===== config.mk =====
export PLATFORM = sky130hd
export DESIGN_NAME = cpu_op_sequencer
export DESIGN_NICKNAME = d
export VERILOG_FILES = /design/src/rtl/cpu_op_pkg.sv /design/src/rtl/cpu_op_prog_mem.sv /design/src/rtl/cpu_op_sequencer.sv
export SDC_FILE = /design/constraint.sdc
export NUM_CORES = 1
export LEC_CHECK = 0
export ABC_AREA = 1
export BUFFER_PORTS_ARGS = -buffer_cell sky130_fd_sc_hd__buf_2
export CELL_PAD_IN_SITES_DETAIL_PLACEMENT = 0
export CELL_PAD_IN_SITES_GLOBAL_PLACEMENT = 1
export CORE_UTILIZATION = 50
export CTS_BUF_LIST = sky130_fd_sc_hd__clkbuf_8 sky130_fd_sc_hd__clkbuf_16
export DETAILED_ROUTE_END_ITERATION = 7
export HOLD_SLACK_MARGIN = 0.1
export PLACE_DENSITY_LB_ADDON = 0.1
export SLEW_MARGIN = 20
export SYNTH_ARGS = -nofsm -noshare
export SYNTH_HDL_FRONTEND = slang
export SYNTH_SLANG_ARGS = --single-unit

===== constraint.sdc =====
create_clock -name clock -period 4.7 [get_ports clock]
set_input_delay 0.94 -clock clock [delete_from_list [all_inputs] [get_ports clock]]
set_output_delay 0.94 -clock clock [all_outputs]
set_load 0.01 [all_outputs]

===== src/rtl/cpu_op_pkg.sv =====
// Shared definitions for the CPU operation interface: opcode width, opcodes and sequencer states.
package cpu_op_pkg;
    localparam int OP_W = 4;

    localparam logic [OP_W-1:0] OP_NOP   = 4'h0;
    localparam logic [OP_W-1:0] OP_ADD   = 4'h1;
    localparam logic [OP_W-1:0] OP_SUB   = 4'h2;
    localparam logic [OP_W-1:0] OP_AND   = 4'h3;
    localparam logic [OP_W-1:0] OP_OR    = 4'h4;
    localparam logic [OP_W-1:0] OP_XOR   = 4'h5;
    localparam logic [OP_W-1:0] OP_SHL   = 4'h6;
    localparam logic [OP_W-1:0] OP_SHR   = 4'h7;
    localparam logic [OP_W-1:0] OP_LOAD  = 4'h8;
    localparam logic [OP_W-1:0] OP_STORE = 4'h9;
    localparam logic [OP_W-1:0] OP_JMP   = 4'hA;
    localparam logic [OP_W-1:0] OP_HALT  = 4'hF;

    // Program terminator; the sequencer never presents it to the CPU.
    localparam logic [OP_W-1:0] HALT_OP = OP_HALT;

    typedef enum logic [1:0] {
        IDLE = 2'd0,
        RUN  = 2'd1,
        DONE = 2'd2
    } seq_state_e;
endpackage


===== src/rtl/cpu_op_prog_mem.sv =====
// Program store for the sequencer: register array, synchronous write, two asynchronous read ports.
module cpu_op_prog_mem #(
    parameter int DEPTH = 16,
    parameter int OP_W  = 4,
    localparam int AW   = $clog2(DEPTH)
) (
    input  logic            clock,
    input  logic            wr_en,
    input  logic [AW-1:0]   wr_addr,
    input  logic [OP_W-1:0] wr_data,
    input  logic [AW-1:0]   rd_addr_a,
    output logic [OP_W-1:0] rd_data_a,
    input  logic [AW-1:0]   rd_addr_b,
    output logic [OP_W-1:0] rd_data_b
);
    logic [OP_W-1:0] mem_q [DEPTH];

    always_ff @(posedge clock) begin
        if (wr_en) begin
            mem_q[wr_addr] <= wr_data;
        end
    end

    assign rd_data_a = mem_q[rd_addr_a];
    assign rd_data_b = mem_q[rd_addr_b];
endmodule


===== src/rtl/cpu_op_sequencer.sv =====
// Steps a stored opcode program out to the CPU operation/enable port, one code per HOLD_CYCLES.
// Optional macro CPU_OP_SEQ_LOOP_EN: wrap to address 0 at program end and run until reset.
module cpu_op_sequencer
    import cpu_op_pkg::seq_state_e;
    import cpu_op_pkg::IDLE;
    import cpu_op_pkg::RUN;
    import cpu_op_pkg::DONE;
#(
    parameter int DEPTH       = 16,
    parameter int OP_W        = cpu_op_pkg::OP_W,
    parameter int HOLD_CYCLES = 4,
    parameter logic [OP_W-1:0] HALT_OP = cpu_op_pkg::HALT_OP
) (
    input  logic                     clock,
    input  logic                     reset,
    input  logic                     start,
    input  logic                     prog_we,
    input  logic [$clog2(DEPTH)-1:0] prog_addr,
    input  logic [OP_W-1:0]          prog_data,
    output logic [OP_W-1:0]          operation,
    output logic                     enable,
    output logic                     busy,
    output logic                     done,
    output logic [$clog2(DEPTH)-1:0] pc
);
    localparam int AW     = $clog2(DEPTH);
    localparam int HOLD_W = (HOLD_CYCLES > 1) ? $clog2(HOLD_CYCLES) : 1;
    localparam logic [HOLD_W-1:0] HOLD_RELOAD = HOLD_W'(HOLD_CYCLES - 1);
    localparam logic [AW-1:0]     LAST_ADDR   = AW'(DEPTH - 1);

    seq_state_e        state_q, state_d;
    logic [AW-1:0]     pc_q, pc_d;
    logic [OP_W-1:0]   op_q, op_d;
    logic              en_q, en_d;
    logic              busy_q, busy_d;
    logic              done_q, done_d;
    logic [HOLD_W-1:0] hold_q, hold_d;

    logic              wr_en;
    logic [AW-1:0]     pc_inc;
    logic [OP_W-1:0]   rd_first;
    logic [OP_W-1:0]   rd_next;
    logic [OP_W-1:0]   first_op;

    assign wr_en  = prog_we && (state_q == IDLE) && !reset;
    assign pc_inc = pc_q + AW'(1);
    // A write landing on address 0 in the start cycle must be seen by that start.
    assign first_op = (wr_en && (prog_addr == '0)) ? prog_data : rd_first;

    cpu_op_prog_mem #(
        .DEPTH (DEPTH),
        .OP_W  (OP_W)
    ) u_prog_mem (
        .clock     (clock),
        .wr_en     (wr_en),
        .wr_addr   (prog_addr),
        .wr_data   (prog_data),
        .rd_addr_a ('0),
        .rd_data_a (rd_first),
        .rd_addr_b (pc_inc),
        .rd_data_b (rd_next)
    );

    always_comb begin
        state_d = state_q;
        pc_d    = pc_q;
        op_d    = op_q;
        en_d    = 1'b0;
        busy_d  = busy_q;
        done_d  = 1'b0;
        hold_d  = hold_q;
        case (state_q)
            IDLE: begin
                if (start) begin
                    pc_d = '0;
                    if (first_op == HALT_OP) begin
                        state_d = DONE;
                        done_d  = 1'b1;
                        op_d    = '0;
`ifdef CPU_OP_SEQ_LOOP_EN
                        busy_d  = 1'b1;
`endif
                    end else begin
                        state_d = RUN;
                        op_d    = first_op;
                        en_d    = 1'b1;
                        busy_d  = 1'b1;
                        hold_d  = HOLD_RELOAD;
                    end
                end
            end
            RUN: begin
                if (hold_q != '0) begin
                    hold_d = hold_q - HOLD_W'(1);
`ifdef CPU_OP_SEQ_LOOP_EN
                end else if ((pc_q == LAST_ADDR) || (rd_next == HALT_OP)) begin
                    done_d = 1'b1;
                    pc_d   = '0;
                    if (first_op == HALT_OP) begin
                        state_d = DONE;
                        op_d    = '0;
                    end else begin
                        op_d   = first_op;
                        en_d   = 1'b1;
                        hold_d = HOLD_RELOAD;
                    end
`else
                end else if (pc_q == LAST_ADDR) begin
                    state_d = DONE;
                    done_d  = 1'b1;
                    busy_d  = 1'b0;
                    op_d    = '0;
                end else if (rd_next == HALT_OP) begin
                    state_d = DONE;
                    pc_d    = pc_inc;
                    done_d  = 1'b1;
                    busy_d  = 1'b0;
                    op_d    = '0;
`endif
                end else begin
                    pc_d   = pc_inc;
                    op_d   = rd_next;
                    en_d   = 1'b1;
                    hold_d = HOLD_RELOAD;
                end
            end
            DONE: begin
`ifdef CPU_OP_SEQ_LOOP_EN
                // Address 0 holds HALT and memory is frozen while busy: pulse forever.
                done_d = 1'b1;
`else
                state_d = IDLE;
                busy_d  = 1'b0;
                op_d    = '0;
`endif
            end
            default: state_d = IDLE;
        endcase
    end

    always_ff @(posedge clock) begin
        if (reset) begin
            state_q <= IDLE;
            pc_q    <= '0;
            op_q    <= '0;
            en_q    <= 1'b0;
            busy_q  <= 1'b0;
            done_q  <= 1'b0;
            hold_q  <= '0;
        end else begin
            state_q <= state_d;
            pc_q    <= pc_d;
            op_q    <= op_d;
            en_q    <= en_d;
            busy_q  <= busy_d;
            done_q  <= done_d;
            hold_q  <= hold_d;
        end
    end

    assign operation = op_q;
    assign enable    = en_q;
    assign busy      = busy_q;
    assign done      = done_q;
    assign pc        = pc_q;
endmodule


==> metrics.md <==
| Metric | Value |
|---|---|
| Logic pwr share | `18.7%` |
| Yosys cell types | `23` |
| Commonest non-fill, non-tap cell in the layout | `nand2_1` |
| Status | `complete, no violations` |
| CTS sink cnt | `79` |
| Core ar. | `about 7200 sq um` |
| H-Tree Depth | `3` |
| Clock buffer depth | `2` |
| Fin. max-slew vios | `0` |
| Syn Inst Count | `418` |
| Post-route clock period utilization | `60.5%` |
| Share of layout cells above drive strength 1 | `between 10% and 20%` |
| Min Tclk post-route | `2.84 ns` |
| Worst hold path depth | `2` |
| Switch share | `29.4%` |
| Root buffer cell | `clkbuf_8` |
| Pwr dens | `369 nW/um^2` |
| I/O pin total | `23` |
| Seq/Total Area, Yosys | `between 50% and 60%` |
| Largest net degree at the start of global routing | `43` |
| Final HPWL DP | `5.73 mm` |
| Req. time, crit path | `just under 5 ns` |
| Die X | `just under 90 microns` |
| DR DRC count | `0` |
| CTS Buf Count | `9` |
| Leak | `1.80 nW` |
| Drt wl/cell | `14.8 microns` |
| Final Hold Vio Count | `0` |
| Die Ht | `88.3 microns` |
| Maxcap violations | `0` |
| Drt pass-1 iters | `4` |
| Seq pwr share | `52.4%` |
| Vias in the first global route | `2,512` |
| Maximum fanout along the worst path | `42` |
| DRT antenna net count | `0` |
| Max Fclk | `352 MHz` |
| CTS tree | `yes` |
| RSZ-0062 raised after global routing | `false` |
| Syn Area/Cell | `8.91 sq um` |
| Met1 usage | `31.7%` |
| Later-pin clock latency in the skew report | `0.35 ns` |
| Sequential Area | `between 2000 and 2500 sq um` |
| Post-Route WL | `8.07 mm` |
| GRT busiest layer | `met2` |
| Global-route wire length before repair | `12.9 mm` |
| Worst vdd ir | `223 uV` |
| Slew HR | `50.7%` |
| Detailed Route Iter0 Violations | `153` |
| Total grt overflow | `0` |
| Clock power frac | `28.9%` |
| Power, Total | `0.00151 W` |
| PortBufs | `22` |
| Layout area overhead | `9.88%` |
| Initial antenna violation count | `0` |
| Multi-input gate area | `1220 sq um` |
| HP Class | `reg2reg` |
| Setup-failing EPs final | `0` |
| Warnings, synthesis | `0` |
| Psw | `0.000444 W` |
| Post-CTS setup buffer count | `0` |
| Internal Power | `0.00107 W` |
| Final Wtd Congestion | `0.816` |
| # hold bufs at CTS | `0` |
| ANT cells | `0` |
| Worst setup EP type | `register` |
| Initial Util | `about half` |
| Yosys reg bits | `79` |
| Setup Total Neg Slack | `0 ns` |
| Crit path DAT | `around 3.1 ns` |
| Commonest cells after routing, fill and taps aside | `127 x nand2_1, 64 x edfxtp_1, 62 x inv_1, 52 x nand3_1, 39 x nor2_1` |
| Met3 Usage GRT | `between 3 and 4%` |
| GRT met2 Usage | `37.0%` |
| R2R depth | `15` |
| Syn_nets | `435` |
| Die Area | `7800 sq um` |
| Row count | `31` |
| Synthesized cell area | `3720 sq um` |
| Vias per inst | `4.98` |
| All-Layer GR Usage | `between 20% and 30%` |
| Clk_skew | `0.00898 ns` |
| Clock transition at the registers of the reported paths | `0.08 ns` |
| Post-CTS sizing | `0` |
| Via count | `~2,700` |
| Worst Setup Path Type | `reg2reg` |
| Actual slew at the worst max-slew pin | `0.739 ns` |
| Fillers | `692` |
| Layout net count | `460` |
| Crit start category | `register` |
-- layout make-up --
cell class,instances,area share [%]
tap,99,3.03
timing repair buffer,23,2.87
clock inverter,6,0.764
clock buffer,10,3.36
inverter,63,5.78
sequential,79,54.3
multi-input combinational,267,29.9
-- per-stage QoR --
stage	worst slack [ns]	cells	area [sq um]	hold WS [ns]	util (%)
2_1_floorplan	2.42	418	3720	0.452	-
3_3_place_gp	1.82	531	3920	0.468	54.4
3_5_place_dp	1.83	531	3920	0.475	54.4
4_1_cts	1.85	547	4090	0.496	56.7
5_1_grt	1.56	547	4090	0.515	56.7
6_report	1.86	547	4090	0.491	56.7
-- critical path, cell delays in order, from the launching register on --
cell and delay [ns]:
dfxtp_1 0.30, buf_4 0.25, ha_1 0.83, inv_1 0.35
nand3_1 0.18, nand3_1 0.09, nand3_1 0.12, nand2_1 0.06
nand2_1 0.06, inv_1 0.04, nand2_2 0.07, nand2_1 0.05
nand2_1 0.15, nand3_1 0.09, nand2_1 0.07, nor2_1 0.03
-- logic make-up after synthesis --
family	synth area share [%]
AND/OR/NAND/NOR	25.4
flip-flops	59.7
buffers and inverters	7.49
AO/OA/AOI/OAI	4.43
adder cells (fa/ha/maj)	1.68
XOR/XNOR	1.34
-- routing by layer --
metal  vias up  part of all wire, %
met5         -                    0
met4         0                  1.9
met3        10                  3.5
met2        65                   46
met1      1248                   49
li1       1402                    -
-- synthesized netlist by cell type --
library cell	instances	share of area [%]
a21oi_1	19	2.6
buf_2	4	0.54
buf_4	1	0.20
clkbuf_1	4	0.40
dfxtp_1	15	8.1
edfxtp_1	64	52
ha_1	5	1.7
inv_1	60	6.0
inv_2	3	0.30
nand2_1	127	13
nand2_2	1	0.17
nand3_1	52	7.0
nand3_2	2	0.54
nand4_2	1	0.34
nor2_1	39	3.9
nor2_4	1	0.30
o21ai_0	13	1.7
o21ai_1	1	0.13
or2_2	2	0.34
xnor2_1	1	0.24
xnor2_2	1	0.44
xor2_1	1	0.24
xor2_2	1	0.44
-- state kept, by name, indices dropped and copies added (netlist names) --
signal / cells
busy: 1
done: 1
enable: 1
hold_q: 2
operation: 4
pc: 4
state_q: 2
u_prog_mem.mem_q: 64
-- path summary, 6_finish.rpt --
path | from | to | slack, ns
max | pc[0]$_SDFFE_PP0P_ | hold_q[0]$_SDFFE_PP0P_ | 1.86
min reg2reg | hold_q[0]$_SDFFE_PP0P_ | hold_q[0]$_SDFFE_PP0P_ | 0.49
min | hold_q[0]$_SDFFE_PP0P_ | hold_q[0]$_SDFFE_PP0P_ | 0.49
max reg2reg | pc[0]$_SDFFE_PP0P_ | hold_q[0]$_SDFFE_PP0P_ | 1.86
-- power by group through the flow --
stage	Sequential, W	Clock, W	Combinational [W]
2_1_floorplan	0.000812	0	0.000194
3_3_place_gp	0.000806	0	0.000283
3_5_place_dp	0.000806	0	0.000282
4_1_cts	0.000791	0.000442	0.000284
5_1_grt	0.000793	0.000471	0.000324
6_report	0.000791	0.000436	0.000283
(Power assumes the default switching activity.)
